File: config.mk
export PLATFORM = sky130hd
export DESIGN_NAME = seq_chunk_adder
export DESIGN_NICKNAME = d
export VERILOG_FILES = /design/src/rtl/seq_chunk_adder.sv
export SDC_FILE = /design/constraint.sdc
export NUM_CORES = 1
export LEC_CHECK = 0
export CAP_MARGIN = 40
export CORE_MARGIN = 1
export CORE_UTILIZATION = 40
export CTS_CLUSTER_SIZE = 28
export DETAILED_ROUTE_END_ITERATION = 8
export DONT_BUFFER_PORTS = 1
export HOLD_SLACK_MARGIN = 0.15
export PLACE_DENSITY = 0.57
export SLEW_MARGIN = 20
export SYNTH_ARGS = -nofsm -noshare
export SYNTH_HDL_FRONTEND = slang
export SYNTH_SLANG_ARGS = --single-unit
File: constraint.sdc
create_clock -name clk -period 6.6 [get_ports clk]
set_input_delay 0.33 -clock clk [delete_from_list [all_inputs] [get_ports clk]]
set_output_delay 0.33 -clock clk [all_outputs]
set_load 0.02 [all_outputs]
File: src/rtl/seq_chunk_adder.sv
// rtl/seq_chunk_adder.sv - multi-cycle chunked add/subtract with valid/ready handshakes
module seq_chunk_adder #(
  parameter int WIDTH = 64,
  parameter int CHUNK = 8
) (
  input  logic             clk,
  input  logic             rst,
  input  logic             in_valid,
  output logic             in_ready,
  input  logic [WIDTH-1:0] a,
  input  logic [WIDTH-1:0] b,
  input  logic             cin,
  input  logic             sub,
  output logic             out_valid,
  input  logic             out_ready,
  output logic [WIDTH-1:0] sum,
  output logic             cout,
  output logic             overflow
);

  localparam int N  = WIDTH / CHUNK;
  localparam int KW = (N > 1) ? $clog2(N) : 1;

  localparam logic [1:0] IDLE = 2'd0;
  localparam logic [1:0] RUN  = 2'd1;
  localparam logic [1:0] DONE = 2'd2;

  localparam logic [WIDTH-1:0] CHUNK_MASK = WIDTH'({CHUNK{1'b1}});

  logic [1:0]       state;
  logic [WIDTH-1:0] a_q;
  logic [WIDTH-1:0] b_q;
  logic             carry_q;
  logic [KW-1:0]    k_q;

  logic [31:0]      off;
  logic [WIDTH-1:0] a_shift;
  logic [WIDTH-1:0] b_shift;
  logic [CHUNK-1:0] s_chunk;
  logic             c_chunk;
  logic [WIDTH-1:0] sum_next;
  logic             last;

  // One CHUNK-bit ripple slice, steered to slice k by shifting rather than a variable part-select
  always_comb begin
    off      = 32'(k_q) * 32'(CHUNK);
    a_shift  = a_q >> off;
    b_shift  = b_q >> off;
    {c_chunk, s_chunk} = {1'b0, a_shift[CHUNK-1:0]} + {1'b0, b_shift[CHUNK-1:0]}
                         + (CHUNK+1)'(carry_q);
    sum_next = (sum & ~(CHUNK_MASK << off)) | (WIDTH'(s_chunk) << off);
    last     = (k_q == KW'(N - 1));
  end

  assign in_ready  = (state == IDLE);
  assign out_valid = (state == DONE);

  always_ff @(posedge clk or posedge rst) begin
    if (rst) begin
      state    <= IDLE;
      a_q      <= '0;
      b_q      <= '0;
      carry_q  <= 1'b0;
      k_q      <= '0;
      sum      <= '0;
      cout     <= 1'b0;
      overflow <= 1'b0;
    end else begin
      case (state)
        IDLE: begin
          if (in_valid) begin
            a_q     <= a;
            b_q     <= sub ? ~b : b;
            carry_q <= sub | cin;
            k_q     <= '0;
            state   <= RUN;
          end
        end
        RUN: begin
          sum     <= sum_next;
          carry_q <= c_chunk;
          k_q     <= k_q + KW'(1);
          if (last) begin
            cout     <= c_chunk;
            overflow <= (a_q[WIDTH-1] == b_q[WIDTH-1]) && (s_chunk[CHUNK-1] != a_q[WIDTH-1]);
            state    <= DONE;
          end
        end
        DONE: begin
          if (out_ready) state <= IDLE;
        end
        default: state <= IDLE;
      endcase
    end
  end

endmodule

# Word-level counts from Yosys, hierarchy flattened
# Index checks and enable logic that the tools add are counted.
# word_totals
reg_bits	200
input_bits	134
output_inout_bits	68
elab_cells	44
# classes
n_addsub	3
n_eq_ne	8
n_shift	4
muxes	9
bitwise_logic	5
n_reduce_logical	7
# op_table
operator	count
64-bit NOT	2
64-bit by 6-bit right shift with 8-bit output	2
64-bit bitwise AND	1
64-bit 2-to-1 mux	1
64-bit OR	1
8-bit by 6-bit << shifter with 64-bit output	1
8-bit by 6-bit << shifter with 64-bit output (first input constant)	1
8-bit by 8-bit adder with 9-bit output	1
9-bit by 1-bit adder with 9-bit output	1
2-bit 2-to-1 mux	3
2-bit case mux with 3 select lines	1
3-bit case mux with 2 select lines	1
2-bit AND reduction	3
2-bit != test (second input constant)	2
3-bit by 1-bit adder with 3-bit output (second input constant)	1
3-bit == test (second input constant)	1
3-bit 2-to-1 mux	1
3-bit AND reduction	1
2-bit by 1-bit == test with 1-bit output (second input constant)	1
2-bit == test (second input constant)	1
2-bit zero test	1
2-bit by 1-bit != test with 1-bit output (second input constant)	1
1-bit case mux with 2 select lines	1
2-bit nonzero test	1
5 further kinds	5

# Logic depth before layout (Yosys ltp)
# Gate-level depths: netlist of run 1.
# depth
ltp_word	5
mapped_depth	14
mapped_depth_nobuf	11

# Worst setup path before layout of run 1
# OpenSTA, ideal clock, no wires.
# synth_path
path_type	register -> register
from	reg k_q[0]
to	reg sum[14]
setup_time_ns	0.121
arrival_ns	3.189
t_required_ns	6.479
slack_ns	3.289
stages_incl_launch_ff	15
path_buffers	3
synth_period_minus_slack_ns	3.311
path_cell_list	dfrtp_1 -> buf_2 -> buf_4 -> buf_4 -> mux4_2 -> nand2_1 -> nand2_1 -> fa_1 -> inv_1 -> fa_1 -> nor2b_1 -> o31ai_2 -> a211o_2 -> nand3_1 -> a22o_1
# synth_via
elab_chain_cells	5
word_cells_on_any_way	9
cone_classes	add/sub: 2; shift: 4; bitwise: 3
# synth_rtl
element	line_no	text
start, declared	34	logic [KW-1:0] k_q;
start signal, assigned	82	k_q <= k_q + KW'(1);
64-bit by 6-bit right shift with 8-bit output (on tied branches)	47, 48	
8-bit by 8-bit adder with 9-bit output	49	{c_chunk, s_chunk} = {1'b0, a_shift[CHUNK-1:0]} + {1'b0, b_shift[CHUNK-1:0]}
9-bit by 1-bit adder with 9-bit output	50	+ (CHUNK+1)'(carry_q);
8-bit by 6-bit << shifter with 64-bit output	51	sum_next = (sum & ~(CHUNK_MASK << off)) | (WIDTH'(s_chunk) << off);
64-bit OR *	51	
end signal, assigned	80	sum <= sum_next;
end, declared	16	output logic [WIDTH-1:0] sum,
# Mark *: on every way between the ends. The rest lies on a longest branch, timed or not.
# A chain may end at the register's enable or synchronous reset.

# Worst setup path after layout of run 1
# layout_path
from	reg k_q[0]
to	reg overflow
# layout_via
elab_chain_cells	5
word_cells_on_any_way	8
cone_classes	add/sub: 2; eq/ne: 2; shift: 2; reduce/logical: 2
# layout_rtl
element	line_no	text
64-bit by 6-bit right shift with 8-bit output (on tied branches)	47, 48	
8-bit by 8-bit adder with 9-bit output	49	
9-bit by 1-bit adder with 9-bit output	50	
1-bit != test	85	overflow <= (a_q[WIDTH-1] == b_q[WIDTH-1]) && (s_chunk[CHUNK-1] != a_q[WIDTH-1]);
1-bit logical AND	85	
end signal, assigned	85	
end, declared	18	output logic overflow
# Several ways; a longest one is shown, not always the timed one.

==> flow_metrics.tcl, run 1 <==
set metrics [dict create \
    status "finished clean" \
    drive_gt1_frac 0.0830 \
    grt_pass1_vias 7421 \
    finalSetupViolations 0 \
    tightest_slew_ps 806 \
    synth-seq-area-share 0.537 \
    grt_first_pass_wirelength_um 40600 \
    crit-reg2reg-capture "overflow" \
    synth_cell_type_count 42 \
    cts_resized 0 \
    critical_path_class "register to register" \
    required_ps 6920 \
    r2r_setup_slack_ps 2440 \
    clock_sinks 200 \
    drt_iter0_markers 430 \
    vias_per_cell 5.22 \
    synth-main-ff-cell "dfrtp_1" \
    drv_slew 0 \
    slowest_delay_ps 830 \
    design_area_um2 12000 \
    grt_overflow 0 \
    cts_root_buffer "clkbuf_16" \
    h-tree-depth 4 \
    die-area_um2 23900 \
    max-vdd-ir-drop_v 0.000489 \
    grtUsageTotal 0.222 \
    yosysMostFrequentCell "nand2_1" \
    fin_nets 1220 \
    worst_ep_arrival_time_ps 4480 \
    dr.pass1.iters 5 \
    syn-num-nets 1060 \
    dp_hpwl_um 16500 \
    hold_depth 2 \
    cts_tree "yes" \
    worstHoldStart "sub" \
    fin_crit_sh 0.630 \
    netlist_instances 911 \
    cap_violations 0 \
    portBuffers 0 \
    ios 202 \
    reg2reg_from "k_q[0]" \
    yosys-top-cells-area "dfrtp_1, nand2_1, mux4_2" \
    pwr_density_cell_nw_per_um2 573 \
    grt_max_degree 164 \
    dpl_cell_area_um2 9620 \
    multi_input_area_um2 4060 \
    routedWlPerCell_um 18.4 \
    cp_cell_sequence "buf_4 -> mux4_2 -> nand2_1 -> and2_1 -> inv_1 -> ha_1 -> a211oi_2 -> o211ai_1 -> a211oi_4 -> nor3_1 -> a211o_1" \
    clock_latency_ps 440 \
    die_h_um 155 \
    critPathLaunchType "register" \
    initial_core_util 0.410 \
    final_cells 1370 \
    area_growth_pct 29.3 \
    avgSynthCellArea_um2 10.2 \
    rr_worst_depth 11 \
    cp_slowest_cell "dfrtp_2" \
    synth_edf_count 0 \
    rows 55 \
    die_x_um 155 \
    fin_setup_tns_ps 0 \
    antenna_found_initial 1 \
    placed_cells 1154 \
    routed_wl_um 25200 \
    async_flop_share 1.00 \
    gp_congestion 0.813 \
    end_kind "register" \
    final_hold_viol_count 0 \
    yosysTopAreaCell "dfrtp_1" \
    synth_top_area_share 0.537 \
    synth.yosys.warnings 0 \
    drc 0 \
    slew_headroom 0.459 \
    fin_skew_ps 12.5 \
    vias 7147 \
    clk_path_buf_depth 2 \
    min_period_ps 4160 \
    ant_nets 0 \
    synth_common_cells "nand2_1, dfrtp_1, nor2_1" \
    clock.fmax_mhz 240 \
    worstHoldPathType "input pin to register" \
    seq_area_um2 5010 \
    clk_pin_slew_ps 80 \
    cp_max_fo 25 \
    whs_endpoint "b_q[48]" \
    cts-buffers-inserted 17 \
    fillers 1993 \
    synth-seq-cells 200 \
    power_leakage_nw 5.31 \
    rsz0062_at_grt "false" \
    syn_area_um2 9310 \
    core_area_um2 22700 \
]
[layer usage]
metal	track usage	up-vias	wire, um	share of wire
met5	0	-	0	0
met4	0.0636	0	434	0.017
met3	0.0538	27	1610	0.064
met2	0.359	230	12200	0.48
met1	0.296	3495	11000	0.43
li1	-	3395	-	-
[placed cells by master, fill, tap and decap left out, types with 3 or more instances in the layout]
master           n
buf_4            4
a21oi_1         71
a22o_1          48
ha_1            13
nand2_1        274
mux4_2          32
dlygate4sd3_1  182
nand3_1          5
nor3_1           5
xnor2_1         67
o21ai_1         10
nor2_1          76
inv_8            5
inv_1            7
o21ai_0         15
clkbuf_16       17
dfrtp_1        198
buf_16           3
clkinv_4         4
[metrics by stage]
step	setup WS [ps]	util	power, mW	hold slack, ps
5_1_grt	2050	0.530	7.44	158
3_3_place_gp	2450	0.419	5.60	439
2_1_floorplan	816	-	4.69	435
3_5_place_dp	2370	0.423	5.76	163
4_1_cts	2340	0.529	6.93	151
6_report	2440	0.530	6.90	156
[where the power goes]
group | switching, mW | internal (mW) | total [mW] | leakage (nW)
Sequential | 0.681 | 1.81 | 2.49 | 2.39
Combinational | 1.98 | 1.38 | 3.36 | 2.64
Clock | 0.508 | 0.538 | 1.05 | 0.284
Total | 3.17 | 3.73 | 6.90 | 5.31
[logic make-up after synthesis]
logic type,share of synthesized area
DFF,0.537
buffers and inverters,0.0277
xor gates and xnor gates,0.0630
AOI/OAI and AO/OA,0.113
muxes,0.0785
and+or+nand+nor,0.159
adders and majority gates,0.0218
[worst max-delay path by stage]
stage / from / end / slack (ps) / cells past startpoint
global placement: k_q[0] / sum[44] / 2450 / 11
finish: k_q[0] / overflow / 2440 / 11
detailed placement: k_q[0] / sum[12] / 2370 / 11
global route: k_q[0] / sum[60] / 2050 / 11
floorplan: rst / a_q[0] / 820 / 1
CTS: k_q[0] / sum[28] / 2340 / 11
[repair_timing]
item / 4_1_cts / 5_1_grt
buffers inserted: 0 / 0
endpoints found under the hold margin: 280 / 1
hold buffers: 181 / 1
[critical path, delay by kind of cell (launching register included)]
family | cells | cell delay [ps]
and+or+nand+nor | 3 | 370
DFF | 1 | 830
adders and majority gates | 1 | 320
buffers and inverters | 2 | 550
muxes | 1 | 560
AOI/OAI and AO/OA | 4 | 1410
[cell type report]
class	count	area share
Inverter	10	0.00374
Clock inverter	15	0.0136
Sequential cell	200	0.416
Tap cell	285	0.0296
Timing Repair Buffer	193	0.165
Antenna cell	1	0.000208
Clock buffer	17	0.0353
Multi-Input combinational cell	649	0.337
[sequential cells by signal, summed over array words and instances (netlist names)]
signal,flops
carry_q,1
sum,64
overflow,1
b_q,64
cout,1
a_q,64
state,2
k_q,3
(Power assumes the default switching activity.)
==> run 2, diff against run 1 <==
==> constraint.sdc (replaced) <==
create_clock -name clk -period 3.9 [get_ports clk]
set_input_delay 0.195 -clock clk [delete_from_list [all_inputs] [get_ports clk]]
set_output_delay 0.195 -clock clk [all_outputs]
set_load 0.02 [all_outputs]
==> run 2 against run 1 <==
Net effect: clock skew shrank 2.6 ps; sequential power is 68% higher; largest cell class unchanged; first-iteration DRC count is the same; sequential cell count unchanged.
==> flow_metrics.tcl, run 2 (synthesis gave the netlist of run 1 again) <==
set metrics [dict create \
    ant_nets 0 \
    cts_tree "yes" \
    tightest_slew_ps 749 \
    die-area_um2 23900 \
    crit-reg2reg-capture "sum[62]" \
    route.met2.wl_um 12300 \
    drc 0 \
    cp_max_fo 16 \
    hold_depth 3 \
    crit_family "compound AO/OA/AOI/OAI gates" \
    cp_slowest_cell "dfrtp_2" \
    routed_wl_um 25100 \
    min_period_ps 3580 \
    vias 7128 \
    critPathLaunchType "register" \
    slew_headroom 0.497 \
    fin_skew_ps 9.89 \
    antenna_found_initial 0 \
    whs_endpoint "b_q[41]" \
    grt_overflow 0 \
    initial_core_util 0.410 \
    setup_ws_ps 317 \
    h-tree-depth 4 \
    layout_common_cells "nand2_1, dfrtp_1, dlygate4sd3_1" \
    seq_area_um2 5010 \
    reg.largest.list "a_q (64), b_q (64), sum (64)" \
    fin_setup_tns_ps 0 \
    hold_slack_ps 234 \
    clock.fmax_mhz 279 \
    dr.pass1.iters 5 \
    grt_first_pass_wirelength_um 40800 \
    routedWlPerCell_um 18.0 \
    critical_path_class "register to register" \
    clk_path_buf_depth 2 \
    r2r_setup_slack_ps 320 \
    area_growth_pct 31.0 \
    worst_ep_arrival_time_ps 3910 \
    path_buf_inv 1 \
    grt_pass1_vias 7387 \
    cp_cell_sequence "mux4_2 -> nand2_1 -> nand2_1 -> fa_1 -> inv_1 -> fa_1 -> nor2b_1 -> o31ai_2 -> a211o_2 -> nand3_1 -> a22o_1" \
    pre_cts_slack_ps 321 \
    die_h_um 155 \
    drt_iter0_markers 430 \
    gp_congestion 0.801 \
    highest_layer "met4" \
    portBuffers 0 \
    power_leakage_nw 5.38 \
    drive_gt1_frac 0.0885 \
    rr_worst_depth 11 \
    ios 202 \
    end_kind "register" \
    worstHoldPathType "input pin to register" \
    antenna_cells 0 \
    finalSetupViolations 0 \
    clock_sinks 200 \
    postLayoutCoreUtil 0.537 \
    multi_input_area_um2 4060 \
    cts-buffers-inserted 17 \
    final_cells 1392 \
    vias_per_cell 5.12 \
    fin_crit_sh 0.919 \
    worstHoldStart "in_valid" \
    grt_max_degree 93 \
    required_ps 4220 \
    die_x_um 155 \
    clock_latency_ps 440 \
    cap_violations 0 \
    final_hold_viol_count 0 \
    fin_nets 1243 \
    wl_met3_um 1320 \
    pwr_density_cell_nw_per_um2 962 \
    clk_pin_slew_ps 70 \
    slowest_delay_ps 740 \
    cts_root_buffer "clkbuf_16" \
    postCtsSetupBuffers 0 \
    dp_hpwl_um 16400 \
    fillers 1976 \
    drv_slew 0 \
    max-vdd-ir-drop_v 0.000828 \
    core_area_um2 22700 \
    layout_commonest_cell "nand2_1" \
    routedLengthMet1_um 11100 \
    status "finished clean" \
    placed_cells 1164 \
    rsz0062_at_grt "false" \
    rows 55 \
    grtUsageTotal 0.220 \
    reg2reg_from "k_q[0]" \
]
## run 2: cell types whose count changed in the layout (fill, tap and decap cells not counted), sizes merged
cell | previous run | this run
clkinv | 6 | 3
clkinvlp | 2 | 6
dlygate4sd3 | 182 | 196
diode | 1 | 0
clkbuf | 17 | 18
inv | 16 | 14
buf | 11 | 20
## run 2: metrics by stage
stage	power [mW]	instance area, um^2
detailed placement	9.86	9670
finish	11.7	12200
floorplan	7.94	9320
global route	12.6	12200
global placement	9.70	9640
CTS	11.8	12200
## run 2: where the power goes
group	switching (mW)	internal [mW]
clock network	0.837	0.897
registers	1.12	3.06
logic	3.35	2.46
## run 2: what timing repair did
item                      in CTS  in global routing
hold endpoints to repair     157                  0
hold buffers                 196                  0
gates resized for setup        0                  0
## run 2: cell type report
| type | instances | area share |
|---|---|---|
| well taps | 285 | 0.0292 |
| repair buffers | 216 | 0.177 |
| inverters | 10 | 0.00339 |
| multi-input cells | 649 | 0.333 |
| clock inverters | 14 | 0.0114 |
| clock buffers | 18 | 0.0352 |
| flip-flops and latches | 200 | 0.411 |
## run 2: worst reg2reg max path, stage by stage, from the launching register on
cell and delay [ps]:
dfrtp_2 740, mux4_2 590, nand2_1 80, nand2_1 80, fa_1 440, inv_1 100, fa_1 220, nor2b_1 80
o31ai_2 320, a211o_2 190, nand3_1 300, a22o_1 330
## run 2: worst max path at each step
stage / start / to / slack [ps] / depth (start not counted)
floorplan: k_q[0] / sum[14] / 590 / 14
global placement: k_q[0] / sum[62] / 420 / 11
detailed placement: k_q[0] / sum[62] / 320 / 11
CTS: k_q[0] / sum[62] / 290 / 11
global route: k_q[0] / sum[30] / 90 / 11
finish: k_q[0] / sum[62] / 320 / 11
## run 2: layer usage
| layer | vias to the layer above | track usage |
|---|---|---|
| met4 | 0 | 0.0655 |
| li1 | 3431 | - |
| met5 | - | 0 |
| met2 | 190 | 0.364 |
| met1 | 3481 | 0.291 |
| met3 | 26 | 0.0482 |
==> run 3, diff against run 2 <==
==> constraint.sdc (replaced) <==
create_clock -name clk -period 3.9 [get_ports clk]
set_input_delay 0.975 -clock clk [delete_from_list [all_inputs] [get_ports clk]]
set_output_delay 0.975 -clock clk [all_outputs]
set_load 0.02 [all_outputs]
==> run 3 against run 2 <==
Net effect: clock power grew 14%; routed wire length shrank 7.9%; hold slack gained 240 ps; maximum frequency grew 5.0%; sequential share of layout area grew 7.6 points; die area is the same; final cell count shrank 14%; critical path depth is the same; non-clock buffer count shrank 196; sequential power is essentially flat; critical path type unchanged.
==> flow_metrics.tcl, run 3 (synthesis gave the netlist of run 1 again) <==
set metrics [dict create \
    cp_cell_sequence "mux4_2 -> nand2_1 -> nand2_1 -> fa_1 -> inv_1 -> fa_1 -> nor2b_1 -> o31ai_2 -> a211o_2 -> nand3_1 -> a22o_1" \
    cts-buffers-inserted 17 \
    cts_root_buffer "clkbuf_16" \
    clock.fmax_mhz 293 \
    cts_tree "yes" \
    grt_first_pass_wirelength_um 37200 \
    hold_slack_ps 473 \
    area_growth_pct 10.4 \
    fin_crit_sh 0.875 \
    min_period_ps 3410 \
    drv_slew 0 \
    critical_path_class "register to register" \
    slew_headroom 0.322 \
    grtUsageTotal 0.204 \
    die-area_um2 23900 \
    grt_pass1_vias 6316 \
    pre_cts_slack_ps 482 \
    routedWlPerCell_um 19.3 \
    end_kind "register" \
    cp_slowest_cell "dfrtp_2" \
    pwr_density_cell_nw_per_um2 1140 \
    h-tree-depth 4 \
    power_leakage_nw 4.60 \
    clk_path_buf_depth 2 \
    slowest_delay_ps 770 \
    die_h_um 155 \
    ios 202 \
    cp_max_fo 26 \
    dp_hpwl_um 16600 \
    die_x_um 155 \
    reg.largest.list "a_q (64), b_q (64), sum (64)" \
    portBuffers 0 \
    antenna_found_initial 1 \
    rows 55 \
    setup_ws_ps 486 \
    status "finished clean" \
    dr.pass1.iters 5 \
    fin_skew_ps 12.2 \
    cts_resized 0 \
    routed_wl_um 23100 \
    fin_nets 1047 \
    critPathLaunchType "register" \
    crit_family "compound AO/OA/AOI/OAI gates" \
    cap_violations 0 \
    vias_per_cell 5.25 \
    clock_latency_ps 440 \
    drive_gt1_frac 0.108 \
    required_ps 4220 \
    drt_iter0_markers 368 \
    max-vdd-ir-drop_v 0.000738 \
    gp_congestion 0.849 \
    postLayoutCoreUtil 0.453 \
    path_buf_inv 1 \
    placed_cells 1164 \
    vias 6283 \
    finalSetupViolations 0 \
    worst_ep_arrival_time_ps 3730 \
    layout_commonest_cell "nand2_1" \
    rsz0062_at_grt "false" \
    worstHoldPathType "register to register" \
    grt_overflow 0 \
    clk_pin_slew_ps 70 \
    grt_max_degree 166 \
    core_area_um2 22700 \
    tightest_slew_ps 1020 \
    fin_setup_tns_ps 0 \
    initial_core_util 0.410 \
    layout_common_cells "nand2_1, dfrtp_1, nor2_1" \
    ant_nets 0 \
    hold_buffers 0 \
    final_hold_viol_count 0 \
    drc 0 \
    postCtsSetupBuffers 0 \
    clock_sinks 200 \
    final_cells 1197 \
]
## run 3: layer usage
metal / GRT usage / part of all wire / vias up
li1: - / - / 3031
met1: 0.298 / 0.48 / 3056
met2: 0.308 / 0.46 / 184
met3: 0.0518 / 0.057 / 12
met4: 0.0410 / 0.0068 / 0
met5: 0 / 0 / -
## run 3: per-stage QoR
step,total power [mW],instance area [um^2]
after global placement,9.67,9610
final,11.7,10300
after floorplan,7.94,9320
after global routing,12.6,10300
after CTS,11.8,10300
after detailed placement,9.80,9620
## run 3: worst reg2reg max path, cell delays in order, from the launching register on
cell and delay, ps:
dfrtp_2 770, mux4_2 410, nand2_1 80, nand2_1 60
fa_1 450, inv_1 100, fa_1 230, nor2b_1 80
o31ai_2 270, a211o_2 180, nand3_1 330, a22o_1 340
## run 3: cell type report
class	instances	area, um^2
Tap cell	285	357
Sequential cell	200	5010
Inverter	10	41.3
Multi-Input combinational cell	649	4060
Antenna cell	1	2.50
Fill cell	2170	12400
Clock buffer	19	443
Clock inverter	13	214
Timing Repair Buffer	20	158
## run 3: where the power goes
group | switching, mW | internal [mW] | total [mW]
combinational | 3.28 | 2.26 | 5.54
sequential | 1.13 | 3.07 | 4.19
clock | 0.820 | 1.16 | 1.98
total | 5.23 | 6.49 | 11.7
## run 3: final timing paths
| path | depth (start not counted) | start | to | slack (ps) |
|---|---|---|---|---|
| setup / recovery | 11 | k_q[1] | sum[46] | 490 |
| hold / removal | 2 | a_q[33] | a_q[33] | 470 |
| hold reg to reg | 2 | a_q[33] | a_q[33] | 470 |
| setup reg to reg | 11 | k_q[1] | sum[46] | 490 |
| max in group asynchronous | 2 | rst | k_q[0] | 2450 |
| min in group asynchronous | 2 | rst | sum[34] | 570 |
